**src/rtl/uart_tx_sequencer_if.sv**
```systemverilog
// uart_tx_sequencer_if: groups the signals between the UART transmit frame
// sequencer and its neighbours: the byte requester (tx_data/tx_valid/tx_ready),
// the baud timer (baud_tick/timer_en) and the line/status outputs.
// The master modport is the requester/timer side.
// The slave modport is the sequencer itself.
interface uart_tx_sequencer_if #(
  parameter int unsigned DATA_BITS = 8
);
  logic [DATA_BITS-1:0] tx_data;
  logic                 tx_valid;
  logic                 tx_ready;
  logic                 baud_tick;
  logic                 timer_en;
  logic                 tx_serial;
  logic                 tx_busy;
  logic                 tx_done;

  modport master (
    output tx_data, tx_valid, baud_tick,
    input  tx_ready, timer_en, tx_serial, tx_busy, tx_done
  );

  modport slave (
    input  tx_data, tx_valid, baud_tick,
    output tx_ready, timer_en, tx_serial, tx_busy, tx_done
  );
endinterface

```
**src/rtl/uart_tx_sequencer.sv**
```systemverilog
// uart_tx_sequencer: frame sequencer for the UART transmit path.
// It accepts one byte per valid/ready handshake while idle.
// It serialises the byte LSB-first as: start bit, data bits, optional parity bit,
// then the stop bits.
// It keeps the baud timer enabled for the whole frame and advances one bit per
// baud_tick.
// Optional feature macro: UART_TX_PARITY_EN (adds the PARITY state; parity
// sense chosen by ODD_PARITY). Without it ODD_PARITY has no effect.
module uart_tx_sequencer #(
  parameter int unsigned DATA_BITS  = 8,  // 5..9
  parameter int unsigned STOP_BITS  = 1,  // 1 or 2
  parameter int unsigned ODD_PARITY = 0   // 1 = odd, 0 = even
) (
  input logic               clk,
  input logic               ResetN,
  uart_tx_sequencer_if.slave tx_if
);

  localparam int unsigned        CNT_W     = $clog2(DATA_BITS);
  localparam logic [CNT_W-1:0]   LAST_BIT  = CNT_W'(DATA_BITS - 1);
  localparam logic [1:0]         STOP_LAST = 2'(STOP_BITS);

  localparam logic [2:0] S_IDLE   = 3'd0;
  localparam logic [2:0] S_START  = 3'd1;
  localparam logic [2:0] S_DATA   = 3'd2;
`ifdef UART_TX_PARITY_EN
  localparam logic [2:0] S_PARITY = 3'd3;
`endif
  localparam logic [2:0] S_STOP   = 3'd4;

  logic [2:0]           state_q,     state_d;
  logic [DATA_BITS-1:0] shift_q,     shift_d;
  logic [CNT_W-1:0]     bit_cnt_q,   bit_cnt_d;
  logic [1:0]           stop_cnt_q,  stop_cnt_d;
  logic                 tx_serial_q, tx_serial_d;
  logic                 tx_done_q,   tx_done_d;
  logic [1:0]           stop_inc;
  logic                 accept;

`ifdef UART_TX_PARITY_EN
  localparam logic ODD = (ODD_PARITY != 0);
  logic parity_q, parity_d;
`else
  // Parity sense has no meaning without the parity feature.
  logic unused_odd_parity;
  assign unused_odd_parity = (ODD_PARITY != 0);
`endif

  // The handshake completes only in IDLE.
  // tx_valid offered mid-frame is simply not taken.
  assign accept   = tx_if.tx_valid && (state_q == S_IDLE);
  assign stop_inc = stop_cnt_q + 2'd1;

  // Next-state and datapath: one bit advance per baud_tick outside IDLE.
  always_comb begin
    // NOTE: every target gets a default first so no latch is inferred.
    state_d     = state_q;
    shift_d     = shift_q;
    bit_cnt_d   = bit_cnt_q;
    stop_cnt_d  = stop_cnt_q;
    tx_serial_d = tx_serial_q;
    tx_done_d   = 1'b0;
`ifdef UART_TX_PARITY_EN
    parity_d    = parity_q;
`endif

    case (state_q)
      S_IDLE: begin
        tx_serial_d = 1'b1;
        if (accept) begin
          state_d     = S_START;
          shift_d     = tx_if.tx_data;
          bit_cnt_d   = '0;
          stop_cnt_d  = '0;
          tx_serial_d = 1'b0;
`ifdef UART_TX_PARITY_EN
          parity_d    = (^tx_if.tx_data) ^ ODD;
`endif
        end
      end

      S_START: begin
        if (tx_if.baud_tick) begin
          state_d     = S_DATA;
          tx_serial_d = shift_q[0];
          shift_d     = shift_q >> 1;
          bit_cnt_d   = '0;
        end
      end

      S_DATA: begin
        if (tx_if.baud_tick) begin
          if (bit_cnt_q == LAST_BIT) begin
            bit_cnt_d   = '0;
`ifdef UART_TX_PARITY_EN
            state_d     = S_PARITY;
            tx_serial_d = parity_q;
`else
            state_d     = S_STOP;
            tx_serial_d = 1'b1;
`endif
          end else begin
            bit_cnt_d   = bit_cnt_q + 1'b1;
            tx_serial_d = shift_q[0];
            shift_d     = shift_q >> 1;
          end
        end
      end

`ifdef UART_TX_PARITY_EN
      S_PARITY: begin
        if (tx_if.baud_tick) begin
          state_d     = S_STOP;
          tx_serial_d = 1'b1;
        end
      end
`endif

      S_STOP: begin
        tx_serial_d = 1'b1;
        if (tx_if.baud_tick) begin
          if (stop_inc == STOP_LAST) begin
            state_d    = S_IDLE;
            stop_cnt_d = '0;
            tx_done_d  = 1'b1;
          end else begin
            stop_cnt_d = stop_inc;
          end
        end
      end

      default: begin
        state_d     = S_IDLE;
        tx_serial_d = 1'b1;
      end
    endcase
  end

  // State, shift register, counters and registered line/done outputs.
  always_ff @(posedge clk or negedge ResetN) begin
    if (!ResetN) begin
      state_q     <= S_IDLE;
      // NOTE: the shift register is an ordinary flop bank, so it is cleared with the rest.
      shift_q     <= '0;
      bit_cnt_q   <= '0;
      stop_cnt_q  <= '0;
      tx_serial_q <= 1'b1;
      tx_done_q   <= 1'b0;
`ifdef UART_TX_PARITY_EN
      parity_q    <= 1'b0;
`endif
    end else begin
      // NOTE: non-blocking so every flop updates from the same pre-edge values.
      state_q     <= state_d;
      shift_q     <= shift_d;
      bit_cnt_q   <= bit_cnt_d;
      stop_cnt_q  <= stop_cnt_d;
      tx_serial_q <= tx_serial_d;
      tx_done_q   <= tx_done_d;
`ifdef UART_TX_PARITY_EN
      parity_q    <= parity_d;
`endif
    end
  end

  // The status outputs and the timer enable decode straight from the state register.
  // timer_en therefore drops in the same cycle that the state returns to IDLE.
  assign tx_if.tx_ready  = (state_q == S_IDLE);
  assign tx_if.tx_busy   = (state_q != S_IDLE);
  assign tx_if.timer_en  = (state_q != S_IDLE);
  assign tx_if.tx_serial = tx_serial_q;
  assign tx_if.tx_done   = tx_done_q;

endmodule

```
**src/flat_wrapper.sv**
```systemverilog
// flat-port wrapper written by rule: the top's interface ports become plain ports
module uart_tx_sequencer_flat 
#(
  parameter int unsigned DATA_BITS  = 8,         
  parameter int unsigned STOP_BITS  = 1,           
  parameter int unsigned ODD_PARITY = 0                       
)
  (clk, ResetN, tx_if_tx_data, tx_if_tx_valid, tx_if_baud_tick, tx_if_tx_ready, tx_if_timer_en, tx_if_tx_serial, tx_if_tx_busy, tx_if_tx_done);
  uart_tx_sequencer_if #(.DATA_BITS(DATA_BITS)) tx_if_i ();
  input logic clk;
  input logic ResetN;
  input wire logic [$bits(tx_if_i.tx_data)-1:0] tx_if_tx_data;
  input wire logic [$bits(tx_if_i.tx_valid)-1:0] tx_if_tx_valid;
  input wire logic [$bits(tx_if_i.baud_tick)-1:0] tx_if_baud_tick;
  output wire logic [$bits(tx_if_i.tx_ready)-1:0] tx_if_tx_ready;
  output wire logic [$bits(tx_if_i.timer_en)-1:0] tx_if_timer_en;
  output wire logic [$bits(tx_if_i.tx_serial)-1:0] tx_if_tx_serial;
  output wire logic [$bits(tx_if_i.tx_busy)-1:0] tx_if_tx_busy;
  output wire logic [$bits(tx_if_i.tx_done)-1:0] tx_if_tx_done;
  assign tx_if_i.tx_data = tx_if_tx_data;
  assign tx_if_i.tx_valid = tx_if_tx_valid;
  assign tx_if_i.baud_tick = tx_if_baud_tick;
  assign tx_if_tx_ready = tx_if_i.tx_ready;
  assign tx_if_timer_en = tx_if_i.timer_en;
  assign tx_if_tx_serial = tx_if_i.tx_serial;
  assign tx_if_tx_busy = tx_if_i.tx_busy;
  assign tx_if_tx_done = tx_if_i.tx_done;
  uart_tx_sequencer #(.DATA_BITS(DATA_BITS), .STOP_BITS(STOP_BITS), .ODD_PARITY(ODD_PARITY)) u_core (.clk(clk), .ResetN(ResetN), .tx_if(tx_if_i));
endmodule
```
**config.mk**
```make
export PLATFORM = sky130hd
export DESIGN_NAME = uart_tx_sequencer_flat
export DESIGN_NICKNAME = d
export VERILOG_FILES = /design/src/rtl/uart_tx_sequencer_if.sv /design/src/rtl/uart_tx_sequencer.sv /design/src/flat_wrapper.sv
export SDC_FILE = /design/constraint.sdc
export NUM_CORES = 1
export LEC_CHECK = 0
export CORE_UTILIZATION = 45
export CTS_CLUSTER_SIZE = 25
export DETAILED_ROUTE_END_ITERATION = 16
export DONT_BUFFER_PORTS = 1
export GPL_ROUTABILITY_DRIVEN = 0
export PLACE_DENSITY_LB_ADDON = 0.1
export SLEW_MARGIN = 5
export SYNTH_ARGS = -nofsm -noshare
export SYNTH_HDL_FRONTEND = slang
export SYNTH_SLANG_ARGS = --single-unit
```
**constraint.sdc**
```tcl
create_clock -name clk -period 1.6 [get_ports clk]
set_input_delay 0.08 -clock clk [delete_from_list [all_inputs] [get_ports clk]]
set_output_delay 0.08 -clock clk [all_outputs]
set_load 0.01 [all_outputs]
```
==> results.py <==
metrics = {
    "setup_path": {
        "max_stage_delay_ns": 0.40,
        "r2r_end": "u_core.shift_q[6]",
        "cp-end-kind": "flop",
        "endpoint": "u_core.shift_q[6]",
        "cp_slowest_cell": "dfrtp_1",
        "cp_max_fo": 9,
        "crit_buf_inv": 1,
        "path_cells": "ha_2 > ha_4 > nand4bb_4 > a31oi_4 > buf_12 > nor2_1 > a21oi_1",
        "required_ns": 1.82,
        "r2r_slack_ns": 0.006,
        "rr_startpoint": "u_core.bit_cnt_q[1]",
        "crit_type": "flop to flop",
        "ff2ff_path_depth": 7,
        "worstSetupStartpointType": "flop",
        "path_depth": 7,
        "arrival_ns": 1.81,
        "startpoint": "u_core.bit_cnt_q[1]",
        "critPathTopFamily": "flip-flops",
    },
    "logic_synthesis": {
        "synth_area_per_cell_um2": 10.5,
        "synthCells": 95,
        "synth_fa_ha_area_share_pct": 5.03,
        "synth_xor_area_share_pct": 0,
        "synth_area_leader_cell": "dfrtp_1",
        "synth_top_family_by_area": "simple AND/OR/NAND/NOR gates",
        "syn_area_um2": 995,
        "synth_compound_area_share_pct": 15.0,
        "ys.flop_type": "dfrtp_1",
        "synth_area_leaders": "dfrtp_1 43%, mux2i_1 9.1%, ha_1 5.0%",
        "yosys.area_share.simple_pct": 16.0,
        "synthesis.nets": 111,
        "synthArstFlopShare_pct": 100,
        "synthMuxAreaShare_pct": 12.5,
        "ys_ff_latch": 18,
        "yosys_warnings": 0,
        "synth_top_area_share_pct": 42.8,
        "synth_enable_flop_cells": 0,
        "ys_types": 31,
        "ys_seq_area_share_pct": 45.4,
    },
    "final_layout": {
        "final_core_util_pct": 61.4,
        "syn2layout_area_growth_pct": 24.8,
        "final_cell_area_um2": 1240,
        "final_common_cell": "dfrtp_1",
        "final_cell_mix": "15 x dfrtp_1, 12 x nor2_1, 9 x mux2i_1, 9 x a21oi_1, 8 x buf_4",
        "num-nets-final": 127,
        "diodes": 0,
        "drive_gt1_share_pct": 23.6,
    },
    "drt": {
        "drt_iter0_drc": 14,
        "wl_per_cell_um": 14.3,
        "ant_nets": 0,
        "routed-via-count": 739,
        "firstDrtPassIters": 4,
        "drt_wl_total_um": 1960,
        "drc": 0,
        "viasPerCell": 5.39,
    },
    "timing": {
        "rsz0062_at_grt": "yes",
        "maxSlewViolCount": 0,
        "max_slew.worst_pin.slew_ns": 0.812,
        "setup_viol": 0,
        "fin_crit_ns": 1.59,
        "fmax_mhz": 628,
        "skew_ns": 0.0117,
        "fin_crit_sh_pct": 99.6,
        "hold_violations": 0,
        "slew_headroom_pct": 45.7,
        "setup_ws_ns": 0.00650,
    },
    "global_route": {
        "grt_pass1_vias": 669,
        "grt_pass1_wl_um": 3250,
        "grt_use_total_pct": 18.2,
        "globalRoute.totalOverflow": 0,
        "antenna_found_initial": 0,
        "grt_start_max_net_pins": 19,
    },
    "clock_tree": {
        "cts.clk_slew.worst_paths_ns": 0.11,
        "clk-insertion-delay-late_ns": 0.30,
        "cts-root-buf": "clkbuf_4",
        "cts_buffers": 3,
        "ctsHtreeMaxLevel": 1,
        "tritoncts": "yes",
        "clockBufferDepth": 2,
        "clock-sinks": 18,
    },
    "power_and_ir_drop": {
        "power_leakage_nw": 0.548,
        "p_per_area_nw_per_um2": 1650,
        "peakVddDrop_uv": 991,
    },
    "die": {
        "die_area_um2": 2400,
        "start_util_pct": 49.2,
        "core-area_um2": 2020,
        "die_w_um": 49.0,
        "die_h_um": 49.0,
        "ioPinCount": 17,
        "rows": 16,
    },
    "placed_design": {
        "placed_area_um2": 1060,
        "preCtsSetupSlack_ns": -0.0125,
        "portBuffers": 0,
    },
    "outcome": {
        "status": "finished, final reports clean",
    },
    "job": {
        "max_cap_viol_count": 0,
    },
    "min_path": {
        "hp-class": "input port to flop",
    },
}
==> cell type report <==
| type | count | area [um2] |
|---|---|---|
| Fill cell | 174 | 781 |
| Multi-Input combinational cell | 66 | 523 |
| Sequential cell | 18 | 454 |
| Timing Repair Buffer | 17 | 185 |
| Tap cell | 27 | 33.8 |
| Clock buffer | 4 | 26.3 |
| Inverter | 5 | 18.8 |
==> synthesized netlist by cell type, types with 2 or more instances <==
| master | count |
|---|---|
| nor2_1 | 12 |
| o21ai_1 | 2 |
| nand3b_1 | 2 |
| clkbuf_1 | 2 |
| a21oi_1 | 9 |
| buf_6 | 2 |
| inv_1 | 5 |
| ha_1 | 4 |
| mux2_1 | 3 |
| dfrtp_1 | 17 |
| and3_1 | 2 |
| o21ai_0 | 3 |
| nand2b_1 | 3 |
| a22o_1 | 2 |
| mux2i_1 | 9 |
| nand3_1 | 3 |
==> worst min path at each step <==
stage                                start                  end  slack (ns)  depth (start not counted)
after floorplan                     ResetN  u_core.bit_cnt_q[0]       -0.22                          0
after global placement              ResetN  u_core.bit_cnt_q[2]       -0.22                          0
after CTS                 tx_if_tx_data[6]    u_core.shift_q[6]       0.002                          2
after detailed placement            ResetN  u_core.bit_cnt_q[2]       -0.22                          0
final                     tx_if_tx_data[2]    u_core.shift_q[2]       0.007                          2
after global routing      tx_if_tx_data[2]    u_core.shift_q[2]        0.02                          2
==> layer usage <==
layer / wire length [um] / GRT usage [%] / share of wire [%]
met1: 962 / 27.3 / 49
met2: 937 / 26.2 / 48
met3: 37 / 2.80 / 1.9
met4: 27 / 7.35 / 1.4
met5: 0 / 0 / 0
==> through the flow <==
step	power, mW	instances	hold WS (ns)	TNS [ns]
floorplan	1.39	95	-0.216	0
global placement	1.59	122	-0.215	0
detailed placement	1.61	122	-0.215	-0.0145
CTS	1.92	133	0.00194	0
global route	2.22	137	0.0157	-0.496
finish	2.05	137	0.00666	0
==> cells by family after synthesis <==
family | after synthesis
and+or+nand+nor | 29
AOI/OAI and AO/OA | 21
DFF | 18
muxes | 12
buffers and inverters | 11
adders and majority gates | 4
==> registers in the layout (all words and copies together) (netlist names) <==
register,cells
u_core.stop_cnt_q,2
u_core.tx_if.tx_serial,1
u_core.tx_if.tx_done,1
u_core.shift_q,8
u_core.state_q,3
u_core.bit_cnt_q,3
==> power by group <==
group	switching (mW)	internal, mW	leakage [nW]	total [mW]
clock network	0.143	0.0970	0.0150	0.240
registers	0.117	0.616	0.219	0.733
logic	0.486	0.595	0.313	1.08
total	0.745	1.31	0.548	2.05
==> what timing repair did <==
action	CTS	global route
setup endpoints to repair	9	11
pin swaps	1	1
resized for setup	4	3
setup buffers	1	3
hold buffers	6	0
hold endpoints to repair	25	0
gates cloned	0	1
(Power assumes the default switching activity.)
